**src/rtl/mul_iter.sv**
```systemverilog
// Iterative signed 32x32 -> 64 multiplier, radix-2 shift-add over 32 cycles.
// Operands are converted to unsigned magnitudes at start acceptance, the
// magnitude product is accumulated one multiplier bit per cycle, and the
// sign is re-applied when the final product is loaded into the result regs.
module mul_iter #(
  parameter int WIDTH = 32
) (
  input  logic             clk,
  input  logic             rst_n,
  input  logic             start,
  input  logic             flush,
  input  logic [WIDTH-1:0] src1,
  input  logic [WIDTH-1:0] src2,
  output logic             ready,
  output logic             busy,
  output logic             done,
  output logic [WIDTH-1:0] result,
  output logic [WIDTH-1:0] result_hi,
  output logic             zero
);

  localparam int CW = $clog2(WIDTH);
  localparam logic [CW-1:0] LAST_ITER = CW'(WIDTH - 1);

  typedef enum logic [1:0] {
    IDLE = 2'd0,
    CALC = 2'd1,
    DONE = 2'd2
  } state_t;

  state_t               state;
  logic [CW-1:0]        count;
  logic [2*WIDTH-1:0]   acc;
  logic [WIDTH-1:0]     mcand;
  logic [WIDTH-1:0]     mplier;
  logic                 sign;

  logic [WIDTH-1:0]     mag1;
  logic [WIDTH-1:0]     mag2;
  logic [WIDTH:0]       add_sum;
  logic [WIDTH:0]       step_upper;
  logic [2*WIDTH-1:0]   acc_step;
  logic [2*WIDTH-1:0]   prod_final;

  // Absolute values of the incoming operands; the most negative value maps
  // to 2^(WIDTH-1), which still fits in an unsigned WIDTH-bit magnitude.
  always_comb begin
    mag1 = src1[WIDTH-1] ? (~src1 + WIDTH'(1)) : src1;
    mag2 = src2[WIDTH-1] ? (~src2 + WIDTH'(1)) : src2;
  end

  // One shift-add step: conditionally add the multiplicand into the upper
  // half (keeping the carry), then shift the whole accumulator right by one.
  // The final product is this step's result, sign-corrected.
  always_comb begin
    add_sum    = {1'b0, acc[2*WIDTH-1:WIDTH]} + {1'b0, mcand};
    step_upper = mplier[0] ? add_sum : {1'b0, acc[2*WIDTH-1:WIDTH]};
    acc_step   = {step_upper, acc[WIDTH-1:1]};
    prod_final = sign ? (~acc_step + (2*WIDTH)'(1)) : acc_step;
  end

  // Control FSM with datapath registers and registered status outputs.
  always_ff @(posedge clk or negedge rst_n) begin
    if (!rst_n) begin
      state     <= IDLE;
      count     <= '0;
      acc       <= '0;
      mcand     <= '0;
      mplier    <= '0;
      sign      <= 1'b0;
      result    <= '0;
      result_hi <= '0;
      ready     <= 1'b1;
      busy      <= 1'b0;
      done      <= 1'b0;
    end else begin
      case (state)
        IDLE: begin
          done <= 1'b0;
          // flush only aborts CALC, so a simultaneous start is still taken
          if (start) begin
            mcand  <= mag1;
            mplier <= mag2;
            sign   <= src1[WIDTH-1] ^ src2[WIDTH-1];
            acc    <= '0;
            count  <= '0;
            state  <= CALC;
            ready  <= 1'b0;
            busy   <= 1'b1;
          end else begin
            ready <= 1'b1;
            busy  <= 1'b0;
          end
        end

        CALC: begin
          if (flush) begin
            // abandon the operation; result registers keep the last product
            state <= IDLE;
            ready <= 1'b1;
            busy  <= 1'b0;
          end else begin
            acc    <= acc_step;
            mplier <= mplier >> 1;
            count  <= count + CW'(1);
            if (count == LAST_ITER) begin
              result    <= prod_final[WIDTH-1:0];
              result_hi <= prod_final[2*WIDTH-1:WIDTH];
              done      <= 1'b1;
              busy      <= 1'b0;
              state     <= DONE;
            end
          end
        end

        DONE: begin
          // single-cycle completion pulse; start is not looked at here
          done  <= 1'b0;
          ready <= 1'b1;
          busy  <= 1'b0;
          state <= IDLE;
        end

        default: begin
          state <= IDLE;
          ready <= 1'b1;
          busy  <= 1'b0;
          done  <= 1'b0;
        end
      endcase
    end
  end

  // Zero flag follows the registered low result word.
  assign zero = (result == '0);

endmodule

```
**config.mk**
```make
export PLATFORM = sky130hd
export DESIGN_NAME = mul_iter
export DESIGN_NICKNAME = d
export VERILOG_FILES = /design/src/rtl/mul_iter.sv
export SDC_FILE = /design/constraint.sdc
export NUM_CORES = 1
export LEC_CHECK = 0
export BUFFER_PORTS_ARGS = -buffer_cell sky130_fd_sc_hd__buf_4
export CELL_PAD_IN_SITES_DETAIL_PLACEMENT = 1
export CELL_PAD_IN_SITES_GLOBAL_PLACEMENT = 2
export CORE_MARGIN = 5
export CORE_UTILIZATION = 35
export CTS_CLUSTER_SIZE = 40
export DETAILED_ROUTE_END_ITERATION = 10
export PLACE_DENSITY = 0.74
export SLEW_MARGIN = 20
export SYNTH_ARGS = -nofsm -noshare
export SYNTH_HDL_FRONTEND = slang
export SYNTH_SLANG_ARGS = --single-unit
```
**constraint.sdc**
```tcl
create_clock -name clk -period 4.6 [get_ports clk]
set_clock_uncertainty 0.2 [all_clocks]
set_input_delay 0.92 -clock clk [delete_from_list [all_inputs] [get_ports clk]]
set_output_delay 0.92 -clock clk [all_outputs]
set_load 0.01 [all_outputs]
```
# --- Yosys cells after proc, flatten, opt, wreduce, memory -nomap -nowiden ---
# Index checks and enable logic that the tools add are counted.
totals:
  ramBits: 0
  output_inout_bits: 68
  register_bits: 203
  word_cells: 63
  latchBits: 0
  input_bits: 68
  mem_count: 0
  rom_bits: 0
op_classes:
  n_div: 0
  n_mul: 0
  n_eq_ne: 7
  bitwise: 5
  n_addsub: 5
  shift: 0
  reduce_logical: 8
  mux: 27
  order_cmp: 0
ops:
  columns: ["op", "n"]
  rows:
  - ["64-bit 2-to-1 mux", 3]
  - ["32-bit 2-to-1 mux", 4]
  - ["64-bit case mux with 2 select lines", 1]
  - ["32-bit by 1-bit adder with 32-bit output, second input constant", 2]
  - ["64-bit by 1-bit adder with 64-bit output, second input constant", 1]
  - ["32-bit inverter", 2]
  - ["64-bit inverter", 1]
  - ["32-bit case mux with 2 select lines", 1]
  - ["32-bit by 32-bit adder with 33-bit output", 1]
  - ["33-bit 2-to-1 mux", 1]
  - ["32-bit logical NOT", 1]
  - ["5-bit 2-to-1 mux", 2]
  - ["5-bit case mux with 2 select lines", 1]
  - ["1-bit 2-to-1 mux", 8]
  - ["2-bit != test, second input constant", 4]
  - ["2-bit 2-to-1 mux", 3]
  - ["2-bit AND reduction", 3]
  - ["3-bit AND reduction", 2]
  - ["5-bit by 1-bit adder with 5-bit output, second input constant", 1]
  - ["5-bit equality test, second input constant", 1]
  - ["1-bit case mux with 2 select lines", 2]
  - ["2-bit case mux with 2 select lines", 1]
  - ["3-bit != test, second input constant", 1]
  - ["2-bit by 1-bit equality test with 1-bit output, second input constant", 1]
  - ["4 further kinds", 4]

# --- Longest topological paths before layout ---
depth:
  depth_word: 5
  ltp_mapped: 13
  ltp_nobuf: 13

# --- Least setup slack after synthesis ---
# OpenSTA, ideal clock, no wires.
synth_timing:
  path_type: "register to register"
  from: "reg acc[32]"
  to: "reg result_hi[31]"
  period_less_slack_ns: 4.093
  n_path_buf: 0
  arrival_ns: 3.769
  setup_time_ns: 0.124
  t_required_ns: 4.276
  slack_ns: 0.507
  stages_incl_launch_ff: 14
  path_cell_list: "dfrtp_1 -> ha_1 -> fa_1 -> a21o_1 -> a221oi_2 -> o211a_1 -> o2111ai_1 -> a221oi_1 -> nand4_1 -> or4_4 -> or4_4 -> o31ai_2 -> xnor2_1 -> o21ai_1"
synth_via:
  elab_chain_cells: 5
synth_rtl:
  columns: ["element", "line_no", "text"]
  rows:
  - ["start, declared", "33", "logic [2*WIDTH-1:0] acc;"]
  - ["start signal, assigned", "103", "acc <= acc_step;"]
  - ["32-bit by 32-bit adder with 33-bit output", "56", "add_sum = {1'b0, acc[2*WIDTH-1:WIDTH]} + {1'b0, mcand};"]
  - ["33-bit 2-to-1 mux *", "57", "step_upper = mplier[0] ? add_sum : {1'b0, acc[2*WIDTH-1:WIDTH]};"]
  - ["64-bit inverter", "59", "prod_final = sign ? (~acc_step + (2*WIDTH)'(1)) : acc_step;"]
  - ["64-bit by 1-bit adder with 64-bit output", "59", null]
  - ["64-bit 2-to-1 mux *", "59", null]
  - ["end signal, assigned", "108", "result_hi <= prod_final[2*WIDTH-1:WIDTH];"]
  - ["end, declared", "18", "output logic [WIDTH-1:0] result_hi,"]
# Mark *: on every way between the ends. The rest lies on a longest branch, timed or not.
# A chain may end at the register's enable or synchronous reset.

# --- Worst setup path in the final report ---
layout_timing:
  from: "reg acc[32]"
  to: "reg result_hi[26]"
# Same word-level chain as after synthesis.

==> results.sh <==
export IMPL_via_count_of_the_first_global_routing_pass=10900
export IMPL_antenna_diode_count=0
export IMPL_ys_dominant_reg_cell="sky130_fd_sc_hd__dfrtp_1"
export IMPL_r2r_cells=13
export IMPL_cts_max_level=1
export IMPL_hold_fails_final_rpt=0
export IMPL_cap_viol_max_count=0
export IMPL_io_pins=136
export IMPL_clock_sinks=202
export IMPL_largest_net_degree_at_the_start_of_global_routing=122
export IMPL_comb_power_share=0.424
export IMPL_place_worst_setup_slack_ns=0.0942
export IMPL_fin_total_pwr_mw=7.79
export IMPL_fin_ws_ns=0.244
export IMPL_power_share_clock=0.266
export IMPL_cp_buf_inv_count=0
export IMPL_synth_edff_count=0
export IMPL_synth_lib_cells_used_distinct=74
export IMPL_grt_pass1_wl_um=59400
export IMPL_cellLeakagePower_nw=6.82
export IMPL_critical_path_endpoint_type="flop"
export IMPL_rows=69
export IMPL_sequential_power_share=0.310
export IMPL_clock_fmax_mhz=230
export IMPL_width_of_the_die_um=199
export IMPL_place_detailed_instances=1959
export IMPL_detailed_place_hpwl_um=27400
export IMPL_worst_slew_pin_transition_ns=1.04
export IMPL_yosys_register_bits=202
export IMPL_worstSkewPairLatency_ns=0.54
export IMPL_detail_routed_via_count_per_cell=5.29
export IMPL_start_kind="flop"
export IMPL_path_max_fanout=4
export IMPL_finalSetupViolations=0
export IMPL_count_of_warnings_emitted_by_yosys=0
export IMPL_power_density_nw_per_um2=525
export IMPL_layout_commonest_cell="sky130_fd_sc_hd__nand2_1"
export IMPL_dr_first_iter_drc_count=359
export IMPL_asyncSetResetFlopFracSynth=1.00
export IMPL_dr_total_vias=10600
export IMPL_max_clock_path_buffers=3
export IMPL_clock_root_buffer="sky130_fd_sc_hd__clkbuf_16"
export IMPL_switching_power_of_the_nets_mw=3.14
export IMPL_cp_data_arrival_time_ns=4.55
export IMPL_drt_pre_antenna_iters=4
export IMPL_mappedNetlistArea_um2=12500
export IMPL_p_int_mw=4.65
export IMPL_cp_dominant_cell_by_count="sky130_fd_sc_hd__or4_4"
export IMPL_gp_congestion=0.838
export IMPL_wl_um=36100
export IMPL_tritoncts="yes"
export IMPL_worst_path_largest_cell_delay_ns=0.57
export IMPL_seq_area_frac_synth=0.405
export IMPL_worst_path_stages=13
export IMPL_period_needed_ns=4.36
export IMPL_final_min_period_over_clock_period=0.947
export IMPL_layout_drive_gt1_share=0.158
export IMPL_drc=0
export IMPL_synth_cells=1425
export IMPL_fp_coreArea_um2=35400
export IMPL_status="finished, final reports clean"
export IMPL_fp_dieH_um=199
export IMPL_number_of_hold_repair_buffers_added_at_the_cts_stage=0
export IMPL_final_max_slew_viol_count=0
export IMPL_power_share_switching=0.403
export IMPL_worst_r2r_setup_slack_ns=0.24
export IMPL_post_layout_nonfiller_instances=2003
export IMPL_port_buffers=135
export IMPL_initial_core_utilization=0.352
export IMPL_floorplan_die_area_um2=39500
export IMPL_grt_antenna_before_repair=1
export IMPL_path_delay_family="compound AO/OA/AOI/OAI gates"
export IMPL_drt_antenna_violating_nets=0
export IMPL_avgRoutedWirePerCell_um=18.0
export IMPL_total_nets_after_synthesis=1531
export IMPL_globalRouteOverflowTotal=0
export IMPL_hold_worst_slack_ns=0.259
export IMPL_mostFrequentLayoutCells="sky130_fd_sc_hd__nand2_1 (227), sky130_fd_sc_hd__dfrtp_1 (199), sky130_fd_sc_hd__o21ai_0 (185), sky130_fd_sc_hd__buf_4 (162), sky130_fd_sc_hd__xor2_1 (103)"
export IMPL_globalRouteTotalUtil=0.182
export IMPL_path_clk_slew_ns=0.06
export IMPL_timing_hold_worst_class="in -> async"
export IMPL_cp_cell_sequence="ha_1, fa_1, a21o_1, a221oi_4, o211a_1, o2111ai_1, a221oi_2, nand4_1, or4_4, or4_4, o31ai_4, xnor2_1, o21ai_1"
export IMPL_area_growth_synth_to_final_pct=18.8
export IMPL_tritoncts_buffer_count=25
export IMPL_timing_setup_critical_path_class="reg -> reg"
export IMPL_critical_path_required_ns=4.79
export IMPL_setup_tns_ns=0
export IMPL_vdd_drop_max_mv=0.268
export IMPL_timing_max_slew_rel_slack=0.306
export IMPL_synth_avg_cell_area_um2=8.75
export IMPL_worst_path_max_delay_cell="sky130_fd_sc_hd__or4_4"
export IMPL_final_net_count=1633
-- power by group through the flow --
stage                     sequential, mW  clock (mW)  combinational (mW)
final                               2.41        2.07                3.30
after global routing                2.46        2.22                3.70
after global placement              2.43           0                3.20
after floorplan                     2.25           0                2.38
after CTS                           2.41        2.14                3.28
after detailed placement            2.44           0                3.26
-- per-stage QoR --
stage | instance area [µm²] | util
after floorplan | 12500 | -
after global placement | 13900 | 0.393
after detailed placement | 13900 | 0.393
after CTS | 14800 | 0.418
after global routing | 14800 | 0.419
final | 14800 | 0.419
-- final cells by class --
| cell class | count | area (µm²) |
|---|---|---|
| fillers | 4165 | 20600 |
| flip-flops and latches | 202 | 5060 |
| clock buffers | 33 | 696 |
| inverters | 25 | 93.8 |
| well taps | 461 | 577 |
| multi-input cells | 1108 | 6960 |
| clock inverters | 9 | 168 |
| repair buffers | 165 | 1270 |
-- flip-flops by register name (all words and copies together), names as in the netlist --
signal,cells
count,5
result_hi,32
done,1
mplier,32
busy,1
acc,63
sign,1
ready,1
result,32
mcand,32
state,2
-- timing repair --
item	CTS	global route
setup buffers	0	1
endpoints found under the hold margin	0	0
endpoints found under the setup margin	0	9
resized for setup	0	2
-- kinds of logic (layout without fill, tap and decap cells) --
family                     Yosys count  in the layout  share of synthesized area
AOI/OAI and AO/OA                  454            454                      0.226
and+or+nand+nor                    451            451                      0.171
DFF                                202            202                      0.405
xor gates and xnor gates           143            143                      0.100
buffers and inverters              115            232                     0.0406
adders and majority gates           38             38                     0.0387
muxes                               22             22                     0.0183
-- synthesized netlist by cell type, drive strengths merged, types with 3 or more instances --
| library cell | instances | area [µm²] |
|---|---|---|
| nand2 | 229 | 860 |
| o21ai | 208 | 1040 |
| dfrtp | 201 | 5030 |
| xor2 | 103 | 902 |
| nor2 | 80 | 300 |
| clkbuf | 73 | 288 |
| a21oi | 71 | 355 |
| a22o | 41 | 362 |
| xnor2 | 40 | 350 |
| ha | 37 | 463 |
| o31ai | 31 | 251 |
| inv | 25 | 93.8 |
| or4 | 21 | 183 |
| a21o | 20 | 150 |
| nand4 | 19 | 119 |
| or3 | 18 | 123 |
| mux2i | 16 | 160 |
| nor4 | 16 | 121 |
| buf | 15 | 103 |
| o41ai | 15 | 131 |
| nor3 | 14 | 75.1 |
| a31oi | 13 | 81.3 |
| or2 | 10 | 62.6 |
| nand3 | 9 | 45.0 |
| and3 | 8 | 50.1 |
| nor2b | 8 | 50.1 |
| a21boi | 6 | 45.0 |
| mux2 | 6 | 67.6 |
| nand2b | 6 | 37.5 |
| o21a | 6 | 45.0 |
| o21bai | 6 | 45.0 |
| o22ai | 6 | 37.5 |
| a211oi | 4 | 35.0 |
| nand4b | 4 | 35.0 |
| o211ai | 4 | 30.0 |
| a211o | 3 | 26.3 |
| a221oi | 3 | 32.5 |
| a32oi | 3 | 26.3 |
| and2 | 3 | 18.8 |
| nand3b | 3 | 22.5 |
| o311ai | 3 | 26.3 |
-- worst paths after layout --
path | from | end
setup / recovery | acc[32] | result_hi[26]
hold / removal | rst_n | result_hi[4]
setup reg to reg | acc[32] | result_hi[26]
hold reg to reg | mplier[31] | mplier[31]
max in group asynchronous | rst_n | mcand[21]
min in group clk | mplier[31] | mplier[31]
-- metal layers --
metal	share of wire	up-vias	GRT usage
li1	-	5303	-
met1	0.53	5118	0.286
met2	0.43	140	0.273
met3	0.032	35	0.0202
met4	0.016	2	0.0312
met5	0.00036	-	0
No activity file was read; power rests on OpenSTA's default activity.
